$ cat src/rtl/word_symbol_tx.sv
// Transmit sequencer for the {tom,in1,in2,in3}/ok word-symbol interface.
// Emits stem letters, class suffix and terminator with valid/ready and gaps.
module word_symbol_tx #(
   parameter int GAP = 1,
   parameter int CW  = 4
) (
   input  logic       clock,
   input  logic       reset,
   input  logic       start,
   input  logic [2:0] kind,
   input  logic [3:0] stem0,
   input  logic [3:0] stem1,
   input  logic       ready,
   input  logic       abort,
   output logic       ok,
   output logic       tom,
   output logic       in1,
   output logic       in2,
   output logic       in3,
   output logic       busy,
   output logic       done,
   output logic       err,
   output logic       exp_out1,
   output logic       exp_out2
);

   typedef enum logic [1:0] {
      S_IDLE,
      S_SEND,
      S_GAP,
      S_DONE
   } state_t;

   state_t          state, state_n;
   logic [2:0]      idx, idx_n;
   logic [CW-1:0]   cnt, cnt_n;
   logic [3:0]      sym, sym_n;
   logic [2:0]      kind_q, kind_n;
   logic [3:0]      s0_q, s0_n;
   logic [3:0]      s1_q, s1_n;
   logic            e1_q, e1_n;
   logic            e2_q, e2_n;
   logic            err_q, err_n;
   logic            req_ok;
   logic            last;

   function automatic logic [3:0] sym_of(
      input logic [2:0] k,
      input logic [2:0] i,
      input logic [3:0] a,
      input logic [3:0] b
   );
      logic [3:0] r;
      r = 4'b0000;
      case (i)
         3'd0: r = a;
         3'd1: r = b;
         3'd2: r = (k == 3'd1 || k == 3'd4) ? 4'b0111 : 4'b0110;
         3'd3: begin
            case (k)
               3'd2:    r = 4'b0111;
               3'd3:    r = 4'b1001;
               3'd4:    r = 4'b1010;
               default: r = 4'b0000;
            endcase
         end
         default: r = 4'b0000;
      endcase
      return r;
   endfunction

   // A stem with zero letter bits would be indistinguishable from a terminator.
   assign req_ok = (kind <= 3'd4) && (stem0[2:0] != 3'b000)
                   && (stem1[2:0] != 3'b000);
   assign last   = (kind_q <= 3'd1) ? (idx == 3'd3) : (idx == 3'd4);

   always_comb begin
      state_n = state;
      idx_n   = idx;
      cnt_n   = cnt;
      sym_n   = sym;
      kind_n  = kind_q;
      s0_n    = s0_q;
      s1_n    = s1_q;
      e1_n    = e1_q;
      e2_n    = e2_q;
      err_n   = 1'b0;
      case (state)
         S_IDLE: begin
            if (start) begin
               if (req_ok) begin
                  kind_n  = kind;
                  s0_n    = stem0;
                  s1_n    = stem1;
                  e1_n    = (kind >= 3'd2);
                  e2_n    = (kind <= 3'd2);
                  idx_n   = 3'd0;
                  sym_n   = stem0;
                  state_n = S_SEND;
               end else begin
                  err_n = 1'b1;
               end
            end
         end
         S_SEND: begin
            if (abort) begin
               state_n = S_IDLE;
               sym_n   = 4'b0000;
               idx_n   = 3'd0;
               err_n   = 1'b1;
            end else if (ready) begin
               if (last) begin
                  state_n = S_DONE;
               end else begin
                  idx_n = idx + 3'd1;
                  if (GAP == 0) begin
                     sym_n = sym_of(kind_q, idx + 3'd1, s0_q, s1_q);
                  end else begin
                     state_n = S_GAP;
                     cnt_n   = CW'(GAP);
                  end
               end
            end
         end
         S_GAP: begin
            if (abort) begin
               state_n = S_IDLE;
               sym_n   = 4'b0000;
               idx_n   = 3'd0;
               cnt_n   = '0;
               err_n   = 1'b1;
            end else begin
               cnt_n = cnt - CW'(1);
               if (cnt == CW'(1)) begin
                  state_n = S_SEND;
                  sym_n   = sym_of(kind_q, idx, s0_q, s1_q);
               end
            end
         end
         S_DONE: begin
            state_n = S_IDLE;
            idx_n   = 3'd0;
         end
         default: state_n = S_IDLE;
      endcase
   end

   always_ff @(posedge clock) begin
      if (reset) begin
         state  <= S_IDLE;
         idx    <= 3'd0;
         cnt    <= '0;
         sym    <= 4'b0000;
         kind_q <= 3'd0;
         s0_q   <= 4'b0000;
         s1_q   <= 4'b0000;
         e1_q   <= 1'b0;
         e2_q   <= 1'b0;
         err_q  <= 1'b0;
      end else begin
         state  <= state_n;
         idx    <= idx_n;
         cnt    <= cnt_n;
         sym    <= sym_n;
         kind_q <= kind_n;
         s0_q   <= s0_n;
         s1_q   <= s1_n;
         e1_q   <= e1_n;
         e2_q   <= e2_n;
         err_q  <= err_n;
      end
   end

   assign ok       = (state == S_SEND);
   assign busy     = (state != S_IDLE);
   assign done     = (state == S_DONE);
   assign err      = err_q;
   assign {tom, in1, in2, in3} = sym;
   assign exp_out1 = e1_q;
   assign exp_out2 = e2_q;

endmodule

$ cat config.mk
export PLATFORM = sky130hd
export DESIGN_NAME = word_symbol_tx
export DESIGN_NICKNAME = d
export VERILOG_FILES = /design/src/rtl/word_symbol_tx.sv
export SDC_FILE = /design/constraint.sdc
export NUM_CORES = 1
export LEC_CHECK = 0
export CAP_MARGIN = 20
export CORE_ASPECT_RATIO = 1.1
export CORE_MARGIN = 5
export CORE_UTILIZATION = 48
export CTS_CLUSTER_SIZE = 30
export DETAILED_ROUTE_END_ITERATION = 16
export PLACE_DENSITY = 0.76
export RECOVER_POWER = 100
export SLEW_MARGIN = 40
export SYNTH_ARGS = -nofsm -noshare
export SYNTH_HDL_FRONTEND = slang
export SYNTH_SLANG_ARGS = --single-unit
$ cat constraint.sdc
create_clock -name clock -period 2 [get_ports clock]
set_clock_uncertainty 0.15 [all_clocks]
set_input_delay 0.5 -clock clock [delete_from_list [all_inputs] [get_ports clock]]
set_output_delay 0.5 -clock clock [all_outputs]
set_load 0.02 [all_outputs]
==> results of run 1 <==
==> power by group <==
part / total, µW / internal, µW / switching (µW) / leakage (µW)
Combinational: 440 / 216 / 224 / 0.000676
Clock: 241 / 78.5 / 162 / 0.0000150
Sequential: 603 / 577 / 26.2 / 0.000222
Total: 1280 / 871 / 413 / 0.000913
==> worst paths after layout <==
check                           start                   end  cells past startpoint
setup / recovery  idx[0]$_SDFFE_PP0P_   cnt[2]$_SDFFE_PP0P_                      7
hold / removal               stem1[0]  s1_q[0]$_SDFFE_PP0P_                      3
setup reg to reg  idx[0]$_SDFFE_PP0P_   cnt[2]$_SDFFE_PP0P_                      7
hold reg to reg   cnt[1]$_SDFFE_PP0P_   cnt[1]$_SDFFE_PP0P_                      2
==> flip-flops by register name, summed over array words and instances (netlist names), 2 cells and up <==
signal  cells
cnt         4
s0_q        4
s1_q        4
sym         4
idx         3
kind_q      3
state       2
==> kinds of logic after synthesis <==
family,count (synthesis)
xor gates and xnor gates,1
and+or+nand+nor,58
muxes,15
adders and majority gates,12
buffers and inverters,17
DFF,27
AOI/OAI and AO/OA,44
==> cell type report <==
class                   count  area [µm²]
clock buffers               4        26.3
fillers                   271         991
inverters                  11        43.8
multi-input cells         130        1100
flip-flops and latches     27         544
well taps                  36        45.0
repair buffers             64         528
==> through the flow <==
step	total power [µW]	setup WS [ns]	hold WS (ns)	util	cell area [µm²]
after detailed placement	1060	-0.434	0.330	0.659	2160
after global routing	1360	-0.0489	0.348	0.697	2280
after floorplan	850	0.00985	0.295	-	1610
after global placement	1040	-0.356	0.309	0.659	2160
after CTS	1300	-0.00452	0.349	0.684	2240
final	1280	-0.0180	0.328	0.697	2280
==> timing repair <==
| item | CTS | global route |
|---|---|---|
| pin swaps | 4 | 13 |
| buffers inserted | 2 | 0 |
| endpoints found under the setup margin | 18 | 28 |
| resized for setup | 21 | 39 |
==> per-layer routing <==
metal / vias to the layer above / routed length (µm)
met2: 43 / 2320
met4: 0 / 124
met1: 745 / 1670
met3: 13 / 198
li1: 761 / -
met5: - / 0
==> worst reg2reg max path, stage by stage, from the launching register on <==
cell     delay [ns]
dfxtp_2        0.37
ha_4           0.17
ha_4           0.15
or3b_4         0.24
buf_6          0.10
a41oi_4        0.11
or4b_4         0.54
a21oi_2        0.14
==> cells in the final DEF, fill, tap and decap left out, types with 4 or more instances in the layout <==
cell and n:
nor2_1 22, nor3_1 5, clkdlybuf4s50_1 9, a21oi_1 7, dlymetal6s2s_1 7, a211oi_1 5, o21ai_1 4, clkbuf_1 7
inv_1 9, dfxtp_1 24, nand2_1 6, clkbuf_4 4, a21oi_2 4, buf_4 32, mux2i_1 12, nand2b_1 4
ha_1 8, a22oi_1 5
==> results.ini, run 1 <==
[clocking]
cts_root_buf=clkbuf_4
cts.sinks=27
cts_made_buffers=3
hold_buffers=0
cts.htree.levels=1
ctsLongestPathBuffers=2
worstSkewPairLatency_ns=0.33
cts_tree=done
cts.clk_slew.worst_paths_ns=0.14

[route]
antenna_left=0
vias_per_cell=5.74
wl_um=4310
firstDrtPassIters=4
vias=1562
wl_per_cell_um=15.8
route.detailed.drc=0
drt-initial-drc-count=73

[floorplan]
dieHeight_um=70.6
ios=26
initial_core_util=0.490
rows=22
die-area_um2=4600
dieWidth_um=65.1
fp.coreArea_um2=3280

[global_route]
grt_pass1_vias=1626
global_route.usage.met2=0.375
grt_max_degree=18
use_met3=0.0365
antenna_found_initial=0
grt_first_pass_wirelength_um=6960
track_usage=0.190
use_met1=0.187
grt_overflow=0
busiest_layer=met2

[synth]
synthMuxAreaShare=0.0952
synth-edff-count=0
synth-xor-area-share=0.00546
synthTopCellsByCount=dfxtp_1 (27), nor2_1 (22), mux2i_1 (13)
netlist_area_um2=1600
synth_flop_cell=dfxtp_1
yosysUniqueCellTypes=41
synth_top_family_by_area=simple AND/OR/NAND/NOR gates
synthArstFlopShare=0
synth-adder-area-share=0.0936
ys_seq_area_frac=0.337
synth-simple-area-share=0.213
syn_nets=202
synth_compound_area_frac=0.210
synth_most_common_cell=dfxtp_1
yosys.area.top_type=dfxtp_1
yosys_warnings=0
ys_ff_latch=27
ys_top_cells_by_area=dfxtp_1 (34%), ha_1 (9.4%), mux2i_1 (8.1%), nor2_1 (5.1%), a21oi_1 (3.4%)
avgSynthCellArea_um2=9.22
netlist_instances=174
synth_top_area_frac=0.337

[power_and_ir_drop]
powerDensity_nw_per_um2=562
ir_worst_vdd_mv=0.330
p_leak_uw=0.000913

[placement]
dpl.cell_count=266
io_buffers=25
dp_hpwl_um=3330
finalWeightedCongestion=0.906

[timing]
setup_viol=1
max_slew.worst_pin.slew_ns=0.465
tns_ns=-0.0180
finalCritPeriodShare=1.01
fmax_mhz=496
finalHoldViolations=0
setup_slack_ns=-0.0180
relSlewSlack=0.689
timing.final.max_slew_violations=0
fin_crit_ns=2.02
grt_setup_unrepaired=true

[worst_setup_path]
slowest_delay_ns=0.54
cp_slowest_cell=or4b_4
path_delay_family=simple AND/OR/NAND/NOR gates
critPathMaxFanout=2
critPathLaunchType=flip-flop
cp-end-kind=flip-flop
critPathRequiredTime_ns=2.12
crit_chain=ha_4, ha_4, or3b_4, buf_6, a41oi_4, or4b_4, a21oi_2
cp_num_buf_inv=1
critical_path_class=flip-flop to flip-flop
critPathArrivalTime_ns=2.14
cpMostUsedCell=ha_4
ff2ff_setup_slack_ns=-0.02

[layout]
antenna_cells=0
drive_gt1_frac=0.301
areaGrowthSynthToFinish_pct=42.4
fin_cells=272
nNetsFinal=265

[outcome]
status=complete, but fails checks
violations=negative setup slack

[worst_hold_path]
holdCritPathClass=input port to flip-flop

[flow_run]
drv_cap=0

(Power assumes the default switching activity.)
==> run 2, diff against run 1 <==
--- a/config.mk
+++ b/config.mk
@@ -7,13 +7,12 @@
 export LEC_CHECK = 0
 export CAP_MARGIN = 20
 export CORE_ASPECT_RATIO = 1.1
-export CORE_MARGIN = 5
+export CORE_MARGIN = 2
 export CORE_UTILIZATION = 48
 export CTS_CLUSTER_SIZE = 30
 export DETAILED_ROUTE_END_ITERATION = 16
 export PLACE_DENSITY = 0.76
 export RECOVER_POWER = 100
-export SLEW_MARGIN = 40
 export SYNTH_ARGS = -nofsm -noshare
 export SYNTH_HDL_FRONTEND = slang
 export SYNTH_SLANG_ARGS = --single-unit
==> results.ini, run 2 (synthesis gave the netlist of run 1 again) <==
[layout]
final_common_cell=buf_4  ; unchanged
final_cell_mix=buf_4 (40), dfxtp_1 (23), nor2_1 (22)  ; was buf_4 (32), dfxtp_1 (24), nor2_1 (22)
antenna_cells=0  ; unchanged
areaGrowthSynthToFinish_pct=49.5  ; was 42.4%
design_area_um2=2400  ; was 2280 µm²
drive_gt1_frac=0.358  ; was 0.301
nNetsFinal=269  ; was 265
fin_util=0.732  ; was 0.697
fin_cells=276  ; was 272

[power_and_ir_drop]
ir_worst_vdd_mv=0.299  ; was 0.330 mV
powerDensity_nw_per_um2=563  ; was 562 nW/µm²
p_leak_uw=0.000929  ; was 0.000913 µW
power_uw=1350  ; was 1280 µW

[timing]
max_slew.worst_pin.slew_ns=0.479  ; was 0.465 ns
finalHoldViolations=0  ; unchanged
setup_viol=0  ; was 1
worst_hold_slack_ns=0.336  ; was 0.328 ns
timing.final.max_slew_violations=0  ; unchanged
finalCritPeriodShare=0.990  ; was 1.01
fmax_mhz=505  ; was 496 MHz
fin_crit_ns=1.98  ; was 2.02 ns
relSlewSlack=0.678  ; was 0.689

[clocking]
cts_root_buf=clkbuf_4  ; unchanged
hold_buffers=0  ; unchanged
cts.htree.levels=1  ; unchanged
worstSkewPairLatency_ns=0.34  ; was 0.33 ns
cts_tree=done  ; unchanged
cts.sinks=27  ; unchanged
ctsLongestPathBuffers=2  ; unchanged
cts_made_buffers=3  ; unchanged
cts.clk_slew.worst_paths_ns=0.15  ; was 0.14 ns

[worst_hold_path]
holdCritPathClass=flip-flop to flip-flop  ; was input port to flip-flop

[global_route]
track_usage=0.226  ; was 0.190
antenna_found_initial=0  ; unchanged
grt_first_pass_wirelength_um=6780  ; was 6960 µm
grt_max_degree=18  ; unchanged
grt_pass1_vias=1614  ; was 1626
grt_overflow=0  ; unchanged

[worst_setup_path]
cp-end-kind=flip-flop  ; unchanged
critPathMaxFanout=3  ; was 2
critPathArrivalTime_ns=2.07  ; was 2.14 ns
critPathLaunchType=input port  ; was flip-flop
critPathRequiredTime_ns=2.09  ; was 2.12 ns
critical_path_class=input port to flip-flop  ; was flip-flop to flip-flop

[floorplan]
dieHeight_um=64.6  ; was 70.6 µm
ios=26  ; unchanged
initial_core_util=0.490  ; unchanged
rows=22  ; unchanged
dieWidth_um=59.1  ; was 65.1 µm
die-area_um2=3820  ; was 4600 µm²
fp.coreArea_um2=3280  ; unchanged

[route]
drt-initial-drc-count=82  ; was 73
wl_per_cell_um=16.2  ; was 15.8 µm
vias_per_cell=5.75  ; was 5.74
wl_um=4460  ; was 4310 µm
vias=1586  ; was 1562
antenna_left=0  ; unchanged
route.detailed.drc=0  ; unchanged
firstDrtPassIters=4  ; unchanged

[placement]
finalWeightedCongestion=0.864  ; was 0.906
dp_hpwl_um=3200  ; was 3330 µm
dpl_cell_area_um2=2170  ; was 2160 µm²
io_buffers=25  ; unchanged
dpl.cell_count=268  ; was 266

[flow_run]
drv_cap=0  ; unchanged

[outcome]
status=finished, final reports clean  ; was complete, but fails checks

run 2: cell count changes in the layout (fill, tap and decap cells not counted), moves of 3 or more:
cell and change:
ha_1 -3, clkdlybuf4s50_1 +6, a21oi_2 -3, dlymetal6s2s_1 -5
dlygate4sd2_1 +3, clkbuf_1 -6, buf_4 +8, inv_2 +3
run 2: area by class of cell:
cell class	count	area [µm²]
multi-input combinational	130	1140
fill	234	878
timing repair buffer	68	591
sequential	27	551
tap	36	45.0
inverter	11	41.3
clock buffer	4	26.3
run 2: what timing repair did:
item / in CTS / in global routing
pin swaps: 4 / 9
gates resized for setup: 19 / 41
hold endpoints to repair: 0 / 0
cloned: 0 / 1
setup endpoints to repair: 12 / 20
buffers inserted: 1 / 2
run 2: worst paths after layout:
path                            start                   to  slack, ns  depth (start not counted)
setup / recovery             stem1[2]  idx[0]$_SDFFE_PP0P_       0.02                          5
hold / removal    cnt[1]$_SDFFE_PP0P_  cnt[1]$_SDFFE_PP0P_       0.34                          2
setup reg to reg  idx[0]$_SDFFE_PP0P_  idx[0]$_SDFFE_PP0P_       0.06                          6
hold reg to reg   cnt[1]$_SDFFE_PP0P_  cnt[1]$_SDFFE_PP0P_       0.34                          2
run 2: metrics by stage:
stage	setup TNS (ns)	setup slack [ns]
final	0	0.0193
after global routing	-0.0825	-0.0431
after CTS	0	0.00304
after global placement	-7.30	-0.352
after floorplan	0	0.00985
after detailed placement	-8.14	-0.400
run 2: layer usage:
metal / wire length (µm) / part of all wire / global-route usage
met5: 0 / 0 / 0
met4: 131 / 0.029 / 0.0881
met3: 150 / 0.034 / 0.0319
met2: 2450 / 0.55 / 0.418
met1: 1730 / 0.39 / 0.253
run 2: critical path, stage by stage:
cell             delay (ns)
clkdlybuf4s50_1        0.53
nor3_2                 0.07
o31a_4                 0.37
nor4_4                 0.24
mux2_1                 0.36
run 2: report_power, final:
part | internal (µW) | switching [µW] | leakage (µW)
sequential | 576 | 26.6 | 0.000223
clock | 78.5 | 175 | 0.0000150
combinational | 257 | 238 | 0.000691
total | 911 | 440 | 0.000929
==> run 3, diff against run 2 <==
--- a/config.mk
+++ b/config.mk
@@ -8,10 +8,10 @@
 export CAP_MARGIN = 20
 export CORE_ASPECT_RATIO = 1.1
 export CORE_MARGIN = 2
-export CORE_UTILIZATION = 48
+export CORE_UTILIZATION = 29
 export CTS_CLUSTER_SIZE = 30
 export DETAILED_ROUTE_END_ITERATION = 16
-export PLACE_DENSITY = 0.76
+export PLACE_DENSITY = 0.5
 export RECOVER_POWER = 100
 export SYNTH_ARGS = -nofsm -noshare
 export SYNTH_HDL_FRONTEND = slang
==> results.ini, run 3 (synthesis gave the netlist of run 1 again) <==
[clocking]
worstSkewPairLatency_ns=0.28  ; was 0.34 ns
cts_tree=done  ; unchanged
cts.htree.levels=1  ; unchanged
cts.sinks=27  ; unchanged
post_cts_buffers=0  ; was 1
cts_made_buffers=3  ; unchanged
cts.clk_slew.worst_paths_ns=0.11  ; was 0.15 ns
ctsLongestPathBuffers=2  ; unchanged
cts_root_buf=clkbuf_8  ; was clkbuf_4

[floorplan]
dieHeight_um=82  ; was 64.6 µm
dieWidth_um=74.9  ; was 59.1 µm
initial_core_util=0.299  ; was 0.490
ios=26  ; unchanged
die-area_um2=6140  ; was 3820 µm²
rows=28  ; was 22
fp.coreArea_um2=5360  ; was 3280 µm²

[timing]
timing.final.max_slew_violations=0  ; unchanged
relSlewSlack=0.761  ; was 0.678
finalCritPeriodShare=0.981  ; was 0.990
setup_slack_ns=0.0386  ; was 0.0193 ns
fmax_mhz=510  ; was 505 MHz
finalHoldViolations=0  ; unchanged
grt_setup_unrepaired=true
max_slew.worst_pin.slew_ns=0.354  ; was 0.479 ns
setup_viol=0  ; unchanged
fin_crit_ns=1.96  ; was 1.98 ns
tns_ns=0  ; unchanged

[route]
firstDrtPassIters=4  ; unchanged
drt-initial-drc-count=60  ; was 82
vias=1544  ; was 1586
vias_per_cell=4.80  ; was 5.75
wl_um=4240  ; was 4460 µm
antenna_left=0  ; unchanged
wl_per_cell_um=13.2  ; was 16.2 µm
route.detailed.drc=0  ; unchanged

[layout]
nNetsFinal=276  ; was 269
final_common_cell=buf_4  ; unchanged
areaGrowthSynthToFinish_pct=58.3  ; was 49.5%
antenna_cells=0  ; unchanged
final_cell_mix=buf_4 (44), dfxtp_1 (24), nor2_1 (22)  ; was buf_4 (40), dfxtp_1 (23), nor2_1 (22)
drive_gt1_frac=0.385  ; was 0.358

[global_route]
grt_max_degree=21  ; was 18
antenna_found_initial=0  ; unchanged
grt_first_pass_wirelength_um=6930  ; was 6780 µm
grt_pass1_vias=1552  ; was 1614
grt_overflow=0  ; unchanged
track_usage=0.146  ; was 0.226

[worst_setup_path]
crit_chain=buf_6, inv_4, ha_4, or4bb_1, a21oi_2, o21ai_1, a311oi_1  ; was clkdlybuf4s50_1, nor3_2, o31a_4, nor4_4, mux2_1
cp_slowest_cell=or4bb_1  ; was clkdlybuf4s50_1
critPathCapture=sym[0]$_SDFFE_PP0P_  ; was idx[0]$_SDFFE_PP0P_
cp-startpoint=idx[0]$_SDFFE_PP0P_  ; was stem1[2]
critical_path_class=flip-flop to flip-flop  ; was input port to flip-flop
critPathRequiredTime_ns=2.05  ; was 2.09 ns
slowest_delay_ns=0.51  ; was 0.53 ns
r2r_end=sym[0]$_SDFFE_PP0P_  ; was idx[0]$_SDFFE_PP0P_
reg2reg_depth=7  ; was 6
critPathArrivalTime_ns=2.01  ; was 2.07 ns
critPathLaunchType=flip-flop  ; was input port
worstReg2RegStart=idx[0]$_SDFFE_PP0P_  ; unchanged
critPathMaxFanout=4  ; was 3
cp-end-kind=flip-flop  ; unchanged
ff2ff_setup_slack_ns=0.04  ; was 0.06 ns

[outcome]
status=finished, final reports clean  ; unchanged

[power_and_ir_drop]
ir_worst_vdd_mv=0.284  ; was 0.299 mV
power_uw=1420  ; was 1350 µW
powerDensity_nw_per_um2=559  ; was 563 nW/µm²
p_leak_uw=0.000969  ; was 0.000929 µW

[placement]
pre_cts_ws_ns=-0.379  ; was -0.400 ns
io_buffers=25  ; unchanged
dp_hpwl_um=3240  ; was 3200 µm
finalWeightedCongestion=0.809  ; was 0.864

[worst_hold_path]
holdCritPathClass=flip-flop to flip-flop  ; unchanged

[flow_run]
drv_cap=0  ; unchanged

[run 3: worst min path at each step]
| stage | start | endpoint | cells past startpoint |
|---|---|---|---|
| floorplan | cnt[1]$_SDFFE_PP0P_ | cnt[1]$_SDFFE_PP0P_ | 2 |
| global placement | cnt[1]$_SDFFE_PP0P_ | cnt[1]$_SDFFE_PP0P_ | 2 |
| detailed placement | cnt[1]$_SDFFE_PP0P_ | cnt[1]$_SDFFE_PP0P_ | 2 |
| CTS | cnt[1]$_SDFFE_PP0P_ | cnt[1]$_SDFFE_PP0P_ | 2 |
| global route | cnt[1]$_SDFFE_PP0P_ | cnt[1]$_SDFFE_PP0P_ | 2 |
| finish | cnt[1]$_SDFFE_PP0P_ | cnt[1]$_SDFFE_PP0P_ | 2 |
[run 3: final cells by class]
type / count / area (µm²)
Inverter: 11 / 43.8
Multi-Input combinational cell: 130 / 1170
Sequential cell: 27 / 547
Clock inverter: 1 / 7.51
Clock buffer: 3 / 41.3
Timing Repair Buffer: 75 / 633
Tap cell: 75 / 93.8
Fill cell: 519 / 2820
[run 3: layer usage]
layer  global-route usage  up-vias  wire length (µm)  part of all wire
met3               0.0160        6                99             0.023
li1                     -      784                 -                 -
met2                0.258       22              2040              0.48
met4               0.0429        0                87             0.021
met1                0.183      732              2010              0.47
met5                    0        -                 0                 0
[run 3: critical path: cells and delay by family (launching register included)]
family,cells,cell delay [ns]
AND/OR/NAND/NOR,1,0.51
buffers and inverters,2,0.21
adder cells (fa/ha/maj),1,0.17
AO/OA/AOI/OAI,3,0.49
flip-flops,1,0.36
[run 3: repair_timing]
action / CTS / global route
hold buffers: 0 / 0
endpoints found under the hold margin: 0 / 0
pin swaps: 7 / 11
cloned: 0 / 0
resized for setup: 28 / 37
endpoints found under the setup margin: 28 / 15
[run 3: per-stage QoR]
step	hold slack (ns)	instances	util	cell area, µm²
finish	0.337	322	0.474	2540
global route	0.364	322	0.474	2540
CTS	0.336	322	0.452	2420
detailed placement	0.319	318	0.433	2320
global placement	0.309	318	0.433	2320
floorplan	0.295	174	-	1610
[run 3: power breakdown]
group / switching, µW / leakage [µW] / internal, µW
clock: 185 / 0.0000217 / 142
combinational: 234 / 0.000726 / 257
sequential: 25.2 / 0.000222 / 575
